===== src/rtl/txn_timeout_guard.sv =====
// In-line latency guard for one AXI address channel with snooped responses.
// Optional perf counters (max_lat_o, fault_cnt_o) under TXN_TIMEOUT_GUARD_PERF_EN.
module txn_timeout_guard #(
  parameter int unsigned IdWidth  = 4,
  parameter int unsigned MaxTxns  = 8,
  parameter int unsigned CntWidth = 10
) (
  input  logic                         clk_i,
  input  logic                         rst_i,
  input  logic                         guard_ena_i,
  input  logic [CntWidth-1:0]          budget_i,
  input  logic                         clear_i,
  input  logic                         mst_req_valid_i,
  output logic                         mst_req_ready_o,
  output logic                         slv_req_valid_o,
  input  logic                         slv_req_ready_i,
  input  logic [IdWidth-1:0]           req_id_i,
  input  logic                         rsp_valid_i,
  input  logic                         rsp_ready_i,
  input  logic                         rsp_last_i,
  input  logic [IdWidth-1:0]           rsp_id_i,
  output logic [$clog2(MaxTxns+1)-1:0] outstanding_o,
  output logic                         irq_o,
  output logic                         rst_req_o,
  output logic [1:0]                   fault_cause_o,
  output logic [IdWidth-1:0]           fault_id_o
`ifdef TXN_TIMEOUT_GUARD_PERF_EN
  ,
  output logic [CntWidth-1:0]          max_lat_o,
  output logic [7:0]                   fault_cnt_o
`endif
);

  localparam int unsigned OutW = $clog2(MaxTxns + 1);
  localparam int unsigned IdxW = $clog2(MaxTxns);

  typedef enum logic [1:0] {StRun, StFault, StFlush} state_e;

  state_e                state;
  logic [MaxTxns-1:0]    valid;
  logic [IdWidth-1:0]    ids [MaxTxns];
  logic [CntWidth-1:0]   cnt [MaxTxns];

  logic                  full;
  logic                  ok;
  logic                  alloc;
  logic [IdxW-1:0]       alloc_idx;
  logic                  beat;
  logic                  hit;
  logic [IdxW-1:0]       hit_idx;
  logic [CntWidth-1:0]   hit_cnt;
  logic                  retire;
  logic                  to_any;
  logic [IdWidth-1:0]    to_id;
  logic                  to_fault;
  logic                  unexp;

  assign full            = &valid;
  assign ok              = !guard_ena_i || (state == StRun && !full);
  assign slv_req_valid_o = mst_req_valid_i & ok;
  assign mst_req_ready_o = slv_req_ready_i & ok;
  assign alloc           = guard_ena_i & mst_req_valid_i & slv_req_ready_i & ok;
  assign beat            = rsp_valid_i & rsp_ready_i & rsp_last_i;
  assign retire          = beat & hit & (state == StRun);
  assign unexp           = beat & !hit & guard_ena_i & (state == StRun);
  assign to_fault        = guard_ena_i && (budget_i != '0) && (state == StRun) && to_any;

  always_comb begin
    alloc_idx = '0;
    for (int i = int'(MaxTxns) - 1; i >= 0; i--) begin
      if (!valid[i]) alloc_idx = IdxW'(i);
    end
  end

  // Oldest match: strictly larger counter wins, so ties keep the lowest index.
  always_comb begin
    hit     = 1'b0;
    hit_idx = '0;
    hit_cnt = '0;
    for (int i = 0; i < int'(MaxTxns); i++) begin
      if (valid[i] && ids[i] == rsp_id_i && (!hit || cnt[i] > hit_cnt)) begin
        hit     = 1'b1;
        hit_idx = IdxW'(i);
        hit_cnt = cnt[i];
      end
    end
  end

  // An entry retired this cycle cannot time out.
  always_comb begin
    to_any = 1'b0;
    to_id  = '0;
    for (int i = int'(MaxTxns) - 1; i >= 0; i--) begin
      if (valid[i] && cnt[i] >= budget_i && !(retire && hit_idx == IdxW'(i))) begin
        to_any = 1'b1;
        to_id  = ids[i];
      end
    end
  end

  always_comb begin
    outstanding_o = '0;
    for (int i = 0; i < int'(MaxTxns); i++) begin
      if (valid[i]) outstanding_o = outstanding_o + OutW'(1);
    end
  end

  always_ff @(posedge clk_i) begin
    if (rst_i) begin
      state         <= StRun;
      valid         <= '0;
      irq_o         <= 1'b0;
      rst_req_o     <= 1'b0;
      fault_cause_o <= 2'b00;
      fault_id_o    <= '0;
      for (int i = 0; i < int'(MaxTxns); i++) begin
        ids[i] <= '0;
        cnt[i] <= '0;
      end
`ifdef TXN_TIMEOUT_GUARD_PERF_EN
      max_lat_o   <= '0;
      fault_cnt_o <= '0;
`endif
    end else begin
      unique case (state)
        StRun: begin
          for (int i = 0; i < int'(MaxTxns); i++) begin
            if (valid[i] && cnt[i] != '1) cnt[i] <= cnt[i] + CntWidth'(1);
          end
          if (retire) valid[hit_idx] <= 1'b0;
          if (alloc) begin
            valid[alloc_idx] <= 1'b1;
            ids[alloc_idx]   <= req_id_i;
            cnt[alloc_idx]   <= '0;
          end
`ifdef TXN_TIMEOUT_GUARD_PERF_EN
          if (retire && hit_cnt > max_lat_o) max_lat_o <= hit_cnt;
`endif
          if (to_fault || unexp) begin
            state         <= StFault;
            irq_o         <= 1'b1;
            rst_req_o     <= 1'b1;
            fault_cause_o <= to_fault ? 2'b01 : 2'b10;
            fault_id_o    <= to_fault ? to_id : rsp_id_i;
`ifdef TXN_TIMEOUT_GUARD_PERF_EN
            if (fault_cnt_o != 8'hff) fault_cnt_o <= fault_cnt_o + 8'd1;
`endif
          end
        end
        StFault: begin
          if (clear_i) begin
            state         <= StFlush;
            valid         <= '0;
            irq_o         <= 1'b0;
            rst_req_o     <= 1'b0;
            fault_cause_o <= 2'b00;
`ifdef TXN_TIMEOUT_GUARD_PERF_EN
            max_lat_o     <= '0;
`endif
          end
        end
        StFlush: begin
          state <= StRun;
          valid <= '0;
`ifdef TXN_TIMEOUT_GUARD_PERF_EN
          max_lat_o <= '0;
`endif
        end
        default: state <= StRun;
      endcase
    end
  end

endmodule


===== config.mk =====
export PLATFORM = sky130hd
export DESIGN_NAME = txn_timeout_guard
export DESIGN_NICKNAME = d
export VERILOG_FILES = /design/src/rtl/txn_timeout_guard.sv
export SDC_FILE = /design/constraint.sdc
export NUM_CORES = 1
export LEC_CHECK = 0
export ABC_CLOCK_PERIOD_IN_PS = 23200
export CAP_MARGIN = 10
export CORE_ASPECT_RATIO = 0.9
export CORE_MARGIN = 3
export CORE_UTILIZATION = 40
export DETAILED_ROUTE_END_ITERATION = 7
export HOLD_SLACK_MARGIN = 0.03
export SLEW_MARGIN = 40
export SYNTH_ARGS = -nofsm -noshare
export SYNTH_HDL_FRONTEND = slang
export SYNTH_SLANG_ARGS = --single-unit
export TNS_END_PERCENT = 30

===== constraint.sdc =====
create_clock -name clk_i -period 23.2 [get_ports clk_i]
set_input_delay 4.64 -clock clk_i [delete_from_list [all_inputs] [get_ports clk_i]]
set_output_delay 4.64 -clock clk_i [all_outputs]
set_load 0.05 [all_outputs]

# --- After elaboration in Yosys (flattened, before gate mapping) ---
# Memories as Yosys holds them, arrays and structs flattened.
# Cells that the tools add are included.
totals:
  ff_bits: 17
  mem_bits_rw: 112
  wordCells: 306
  n_memories: 2
classes:
  add_sub_neg: 15
  magnitude_cmp: 19
  n_eq_ne: 27
  n_mux: 124
  bitwise: 23
  reduce_logical: 91
mem_list:
  columns: ["memory", "depth", "word_bits", "read_ports", "rd_ports_with_merged_regs", "wr", "line_no", "source"]
  rows:
  - ["cnt", 8, 10, 8, 0, 9, "42", "logic [CntWidth-1:0] cnt [MaxTxns];"]
  - ["ids", 8, 4, 8, 0, 8, "41", "logic [IdWidth-1:0] ids [MaxTxns];"]
op_table:
  columns: ["operator", "count"]
  rows:
  - ["$mux 10", 15]
  - ["$add 10x1->10 const B", 8]
  - ["$ge 10x10->1", 8]
  - ["$ne 10x10->1 const B", 8]
  - ["$gt 10x10->1", 7]
  - ["$mux 4", 17]
  - ["$mux 1", 61]
  - ["$logic_and 1x1->1", 53]
  - ["$mux 3", 15]
  - ["$mux 8", 5]
  - ["$eq 4x4->1", 8]
  - ["$add 4x1->4 const B", 7]
  - ["$pmux 8 s3", 1]
  - ["$logic_not 1->1", 18]
  - ["$and 1x1->1", 12]
  - ["$eq 3x3->1 const B", 4]
  - ["$mux 2", 5]
  - ["$reduce_bool 10->1", 1]
  - ["$logic_or 1x1->1", 9]
  - ["$and 8x8->8", 1]
  - ["$lt 3x4->1 const B", 2]
  - ["$not 8->8", 1]
  - ["$or 1x1->1", 8]
  - ["$or 8x8->8", 1]
  - ["18 further kinds", 24]

# --- Longest topological paths before layout ---
# Gate-level depths: netlist of run 1.
# An unclocked memory read counts as a cell.
depth:
  word_depth: 49
  depth_mapped: 70

# --- Worst setup path before layout of run 1 ---
# No wires, ideal clock.
synth_timing:
  path_kind: "input port to flip-flop"
  from: "input port rsp_id_i[1]"
  to: "register fault_id_o[2]"
  setup_time_ns: 0.086
  t_arrival_ns: 18.653
  required_time_ns: 23.114
  path_slack_ns: 4.461
  cell_stages: 67
  cell_sequence: "buf_4 > a22o_1 > nor4_4 > buf_4 > nand2_1 > ha_1 > and3_1 > o21ai_0 > a31oi_1 > o31ai_2 > buf_4 > mux2i_1 > inv_1 > ha_1 > a21oi_1 > nand2_1 > a31oi_1 > a21oi_1 > [31 not listed] > a211o_1 > a21boi_1 > clkbuf_1 > nor2_1 > a21o_1 > ha_1 > a21oi_1 > o21ai_1 > a2111oi_2 > nor3_1 > a311o_1 > nor2_2 > o221ai_1 > or2_4 > o41ai_4 > buf_6 > a21oi_1 > a221oi_2"
synth_between:
  elab_chain_cells: 47
  word_cells_on_any_way: 124
  classes_between: "7 x order compare; 15 x eq/ne; 39 x mux; 5 x bitwise; 58 x reduce/logical"
synth_rtl:
  columns: ["element", "line_no", "source"]
  rows:
  - ["from (decl)", "21", "input logic [IdWidth-1:0] rsp_id_i,"]
  - ["$eq 4x4->1", "81", "if (valid[i] && ids[i] == rsp_id_i && (!hit || cnt[i] > hit_cnt)) begin"]
  - ["$logic_and 1x1->1", "81", null]
  - ["$mux 10 or $mux 1 (tied branches)", "81", null]
  - ["$gt 10x10->1 or $logic_not 1->1 (tied branches)", "81", null]
  - ["$logic_or 1x1->1", "81", null]
  - ["$logic_and 1x1->1", "81", null]
  - ["$mux 10 or $mux 1 (tied branches)", "81", null]
  - ["$gt 10x10->1 or $logic_not 1->1 (tied branches)", "81", null]
  - ["[23 not listed]", null, null]
  - ["$and 1x1->1 (2 in a row)", "64", "assign retire = beat & hit & (state == StRun);"]
  - ["$logic_and 1x1->1", "94", "if (valid[i] && cnt[i] >= budget_i && !(retire && hit_idx == IdxW'(i))) begin"]
  - ["$logic_not 1->1", "94", null]
  - ["$logic_and 1x1->1", "94", null]
  - ["$mux 1 (8 in a row)", "94", null]
  - ["$logic_and 1x1->1", "66", "assign to_fault = guard_ena_i && (budget_i != '0) && (state == StRun) && to_any;"]
  - ["$logic_or 1x1->1", "139", "if (to_fault || unexp) begin"]
  - ["$reduce_and 2->1 (no line)", null, null]
  - ["to (signal assigned)", "144", "fault_id_o <= to_fault ? to_id : rsp_id_i;"]
  - ["to (decl)", "26", "output logic [IdWidth-1:0] fault_id_o"]
# Several ways; a longest one is shown, not always the timed one.
# A chain may end at the register's enable or synchronous reset.

# --- Worst setup path after layout of run 1 ---
# Same ends and word-level chain as after synthesis.

==> flow_summary_export.csv, run 1 <==
group,metric,value,unit
run_status,status,"completed",
synthesis,synth_mux_area_share,5.098,%
timing,drv_slew,0,
timing,maxSlewHeadroom,38.49,%
grt,grt_usage,22.21,%
layout,syn_to_final_growth,12.02,%
clock_tree,cts_buffers,17,
clock_tree,post_cts_buffers,0,
routing,vias,9776,
clock_tree,htreeDepth,4,
critical_path,r2r_slack,6.89,ns
routing,vias_per_cell,5.700,
synthesis,synthAdderAreaFrac,18.78,%
placed_design,dp_cells,1682,
synthesis,synth_top_family_by_area,"simple AND/OR/NAND/NOR gates",
grt,grt_overflow,0,
grt,grt_max_degree,28,
worst_hold_path,hold_path_depth,2,
placed_design,place_ws,1.849,ns
synthesis,ys.warnings.count,0,
routing,drtPass1Iterations,5,
floorplan,die_height,164.7,µm
placed_design,hpwlAfterDp,24.78,mm
floorplan,die_x,182.3,µm
timing,worst_pin_slew,0.9198,ns
floorplan,fp.dieArea,30030,µm²
clock_tree,clk_latency,0.44,ns
floorplan,initial_core_util,41.08,%
critical_path,r2r-end,"fault_id_o[2]",
critical_path,crit_path_start_kind,"input port",
timing,setup_ws,2.249,ns
timing,hold_viol,0,
critical_path,crit_fanout,22,
routing,drc,0,
worst_hold_path,min_to,"fault_cause_o[0]",
critical_path,startpoint,"rsp_id_i[1]",
grt,grt_util_met2,33.49,%
pwr,ir_drop,0.04256,mV
timing,fin_skew,0.01443,ns
grt,use_met3,4.272,%
placed_design,placed_area,11940,µm²
layout,fin_cells,1715,
grt,grtUsageMet1,31.49,%
grt,grt_most_used_layer,"met2",
timing,finalSetupTns,0,ns
clock_tree,ctsHoldBuffers,0,
critical_path,critPathArrivalTime,21.30,ns
floorplan,core_area,27240,µm²
layout,stdcell_area,12540,µm²
floorplan,rows,57,
routing,avgRoutedWirePerCell,19.36,µm
clock_tree,cts_tree,"built",
timing,clock.fmax,0.04773,GHz
placed_design,port_buffers,40,
grt,grt_pass1_wl,51.79,mm
critical_path,endpoint_kind,"register",
floorplan,ios,41,
worst_hold_path,holdCritPathClass,"reg2reg",
critical_path,cp.required,23.55,ns
timing,rsz0062_at_grt,"false",
routing,ant_nets,0,
synthesis,syn_inst,1317,
layout,antenna_cells,0,
placed_design,place_congestion,0.9191,
synthesis,synthSimpleGateAreaFrac,21.83,%
timing,period_minus_slack,20.95,ns
clock_tree,clock_sinks,129,
routing,drt_iter0_drc,734,
synthesis,yosysSeqAreaShare,25.94,%
clock_tree,cts.root.buffer_cell,"clkbuf_16",
clock_tree,clock_path_buffers,2,
synthesis,avgSynthCellArea,8.498,µm²
layout,final_cell_mix,"nor2_1, ha_1, nand2_1",
timing,setup_viol,0,
layout,nNetsFinal,1543,
critical_path,cpMaxStageDelayCell,"clkdlybuf4s50_1",
pwr,power.density,44.54,nW/µm²
critical_path,critical_path_class,"in2reg",
synthesis,synth-compound-area-share,15.16,%
pwr,fin_total_pwr,0.5583,mW
critical_path,timing.rr.start,"valid[0]",
layout,drive_above_1_share,6.466,%
synthesis,synthXorXnorAreaFrac,8.921,%
layout,mostFrequentLayoutCell,"nor2_1",
synthesis,synth-main-ff-cell,"dfxtp_1",
clock_tree,cts.reportedPaths.clkPinSlew,0.07,ns
synthesis,ys_types,80,
timing,finalCritPeriodShare,90.30,%
synthesis,synth_edf_count,32,
flow_run,drv_cap,0,
synthesis,synth-seq-cells,129,
critical_path,max_stage_delay,0.88,ns
pwr,leakagePower,5.478,nW
worst_hold_path,worstHoldStart,"fault_cause_o[0]",
grt,grt_pass1_vias,9220,
clock_tree,cts_resized,0,
synthesis,synthArstFlopShare,0,%
synthesis,syn-cell-area,11190,µm²
critical_path,r2r_cells,61,
grt,antenna_found_initial,0,
routing,routed_wl,33.20,mm
synthesis,synth_nets,1512,
where the power goes:
group | switching, mW | internal [mW] | leakage, nW
registers | 0.00308 | 0.233 | 1.11
clock network | 0.122 | 0.148 | 0.283
logic | 0.0334 | 0.0181 | 4.09
stage by stage:
| stage | utilization (%) | hold WS [ns] |
|---|---|---|
| after CTS | 45.97 | 0.5067 |
| after global routing | 46.02 | 0.5552 |
| after detailed placement | 43.83 | 0.4976 |
| final | 46.02 | 0.5065 |
| after global placement | 43.72 | 0.4957 |
| after floorplan | - | 0.4807 |
cell usage after synthesis, types with 19 or more instances:
cell      count  share of area (%)
nor2_1      169                5.7
ha_1        168                 19
nand2_1     104                3.5
dfxtp_1      97                 17
inv_1        81                2.7
a21oi_1      64                2.9
xnor2_1      59                4.6
xor2_1       55                4.3
mux2i_1      48                4.3
and2_1       38                2.1
o21ai_0      36                1.6
nand4_1      35                2.0
a21o_1       32                2.1
edfxtp_1     32                8.6
nand3_1      26                1.2
nor3_1       25                1.1
clkbuf_1     22               0.74
nand2b_1     19                1.1
registers in the layout, summed over array words and instances (netlist names):
signal         flops
cnt               80
fault_cause_o      2
fault_id_o         4
ids               32
rst_req_o          1
state              2
valid              8
worst max-delay path, delay by kind of cell:
| family | cells | cell delay, ns |
|---|---|---|
| multiplexers | 4 | 1.47 |
| AND/OR/NAND/NOR | 11 | 2.49 |
| AO/OA/AOI/OAI | 33 | 8.27 |
| buffers and inverters | 7 | 2.17 |
| adder cells (fa/ha/maj) | 7 | 2.23 |
area by class of cell:
cell class                 count  area, µm²
multi-input combinational   1071       7851
inverter                      83      311.5
clock inverter                14      132.6
fill                        2670      14710
sequential                   129       2903
clock buffer                  18      450.4
timing repair buffer          46      445.4
tap                          354      442.9
routing by layer:
metal	up-vias	routed length, µm
met4	0	1122
met2	358	13780
met1	4555	15940
li1	4791	-
met3	72	2347
met5	-	0
kinds of logic (layout without fill, tap and decap cells):
family / Yosys count / count (layout)
AO/OA/AOI/OAI: 242 / 242
multiplexers: 56 / 56
adder cells (fa/ha/maj): 168 / 168
flip-flops: 129 / 129
buffers and inverters: 117 / 161
AND/OR/NAND/NOR: 491 / 491
XOR/XNOR: 114 / 114
worst max-delay path by stage:
| stage | cells past startpoint | slack, ns | to |
|---|---|---|---|
| 6_report | 62 | 2.25 | fault_id_o[2] |
| 5_1_grt | 63 | 1.34 | fault_id_o[2] |
| 4_1_cts | 62 | 2.26 | rst_req_o |
| 3_5_place_dp | 60 | 1.85 | rst_req_o |
| 3_3_place_gp | 61 | 1.69 | state[1] |
| 2_1_floorplan | 67 | 4.46 | fault_id_o[2] |
(Power assumes the default switching activity.)
==> inputs of run 2 (changes only) <==
Settings changed: CORE_UTILIZATION 40 to 63, PLACE_DENSITY set to 0.82, SLEW_MARGIN 40 to unset.
==> flow_summary_export.csv, run 2 (same netlist as run 1, synthesis figures left out) <==
group,metric,value,unit
run_status,status,"completed",
layout,final_cell_mix,"nor2_1, ha_1, nand2_1",
timing,setup_ws,2.111,ns
layout,fillers,1348,
pwr,ir_drop,0.05248,mV
timing,setup_viol,0,
layout,mostFrequentLayoutCell,"nor2_1",
layout,reg.largest.list,"cnt x80, ids x32, valid x8",
clock_tree,cts.reportedPaths.clkPinSlew,0.06,ns
floorplan,core_area,17120,µm²
clock_tree,cts_resized,0,
grt,grt_max_degree,28,
pwr,fin_total_pwr,0.5675,mW
routing,drc,0,
routing,drtPass1Iterations,6,
clock_tree,htreeDepth,4,
placed_design,dp_cells,1563,
timing,fin_skew,0.01333,ns
clock_tree,clock_path_buffers,2,
pwr,power.density,45.85,nW/µm²
grt,grt_usage,32.80,%
layout,drive_above_1_share,6.029,%
critical_path,r2r_cells,56,
critical_path,r2r_slack,6.70,ns
critical_path,cpMaxStageDelayCell,"o21ai_1",
grt,antenna_found_initial,1,
clock_tree,cts_tree,"built",
critical_path,cp_common_cell,"ha_1",
layout,multi_input_area,7816,µm²
clock_tree,cts.root.buffer_cell,"clkbuf_16",
floorplan,ios,41,
timing,finalSetupTns,0,ns
floorplan,initial_core_util,65.39,%
floorplan,fp.dieArea,19400,µm²
timing,worst_pin_slew,1.198,ns
routing,drt_iter0_drc,1125,
layout,nNetsFinal,1542,
clock_tree,post_cts_buffers,0,
routing,vias,10090,
timing,period_minus_slack,21.09,ns
timing,rsz0062_at_grt,"false",
timing,drv_slew,0,
layout,regMostFlops,"cnt",
layout,largest_reg_flops,80,
routing,ant_nets,0,
placed_design,port_buffers,40,
clock_tree,cts_buffers,17,
timing,hold_ws,0.5237,ns
worst_hold_path,holdCritPathClass,"reg2reg",
floorplan,die_height,132.4,µm
routing,avgRoutedWirePerCell,20.21,µm
timing,clock.fmax,0.04742,GHz
pwr,leakagePower,5.482,nW
layout,stdcell_area,12380,µm²
layout,antenna_cells,0,
flow_run,drv_cap,0,
worst_hold_path,worstHoldStart,"fault_cause_o[0]",
critical_path,critical_path_class,"in2reg",
critical_path,timing.rr.start,"valid[0]",
clock_tree,clk_latency,0.44,ns
routing,vias_per_cell,6.329,
critical_path,critPathArrivalTime,21.42,ns
critical_path,r2r-end,"rst_req_o",
worst_hold_path,hold_path_depth,2,
worst_hold_path,min_to,"fault_cause_o[0]",
grt,grt_overflow,0,
floorplan,die_x,146.5,µm
routing,routed_wl,32.23,mm
placed_design,hpwlAfterDp,23.49,mm
timing,maxSlewHeadroom,19.56,%
clock_tree,clock_sinks,129,
critical_path,crit_path_start_kind,"input port",
critical_path,cp.required,23.53,ns
timing,finalCritPeriodShare,90.90,%
layout,utilization,72.30,%
placed_design,placed_area,11760,µm²
floorplan,rows,45,
placed_design,place_ws,2.050,ns
layout,syn_to_final_growth,10.58,%
critical_path,max_stage_delay,0.93,ns
critical_path,crit_fanout,22,
timing,hold_viol,0,
grt,grt_pass1_wl,50.20,mm
clock_tree,ctsHoldBuffers,0,
critical_path,endpoint_kind,"register",
layout,seq_area,2903,µm²
layout,fin_cells,1595,
placed_design,place_congestion,0.9979,
grt,grt_pass1_vias,9333,
run 2: critical path: cells and delay by family:
family / cells / cell delay, ns
compound gates: 28 / 8.28
fa+ha+maj: 7 / 2.31
buf+inv: 6 / 1.79
mux: 5 / 1.66
simple gates: 11 / 2.72
run 2: layer usage:
layer / vias to the layer above / global-route usage [%] / wire length (µm)
met3: 99 / 8.596 / 3522
met5: - / 0 / 13
met4: 2 / 12.85 / 1171
li1: 4776 / - / -
met1: 4676 / 45.54 / 13990
met2: 541 / 48.88 / 13540
run 2: final cells by class:
class                      instances  share of cell area, %
multi-input combinational       1071                  63.16
sequential                       129                  23.46
clock buffer                      23                  4.216
timing repair buffer              45                  3.539
inverter                          83                  2.517
tap                              235                  2.376
clock inverter                     9                 0.7380
run 2: power by group:
| group | switching (mW) | internal [mW] | total [mW] |
|---|---|---|---|
| registers | 0.00313 | 0.233 | 0.237 |
| clock network | 0.110 | 0.170 | 0.280 |
| logic | 0.0327 | 0.0183 | 0.0509 |
run 2: how the worst max path moves through the flow:
stage | startpoint | endpoint | slack (ns) | depth (start not counted)
2_1_floorplan | rsp_id_i[1] | fault_id_o[2] | 4.46 | 67
3_3_place_gp | rsp_id_i[1] | rst_req_o | 2.28 | 60
3_5_place_dp | rsp_id_i[1] | rst_req_o | 2.05 | 60
4_1_cts | rsp_id_i[1] | rst_req_o | 2.34 | 57
5_1_grt | rsp_id_i[1] | rst_req_o | 1.02 | 61
6_report | rsp_id_i[1] | rst_req_o | 2.11 | 57
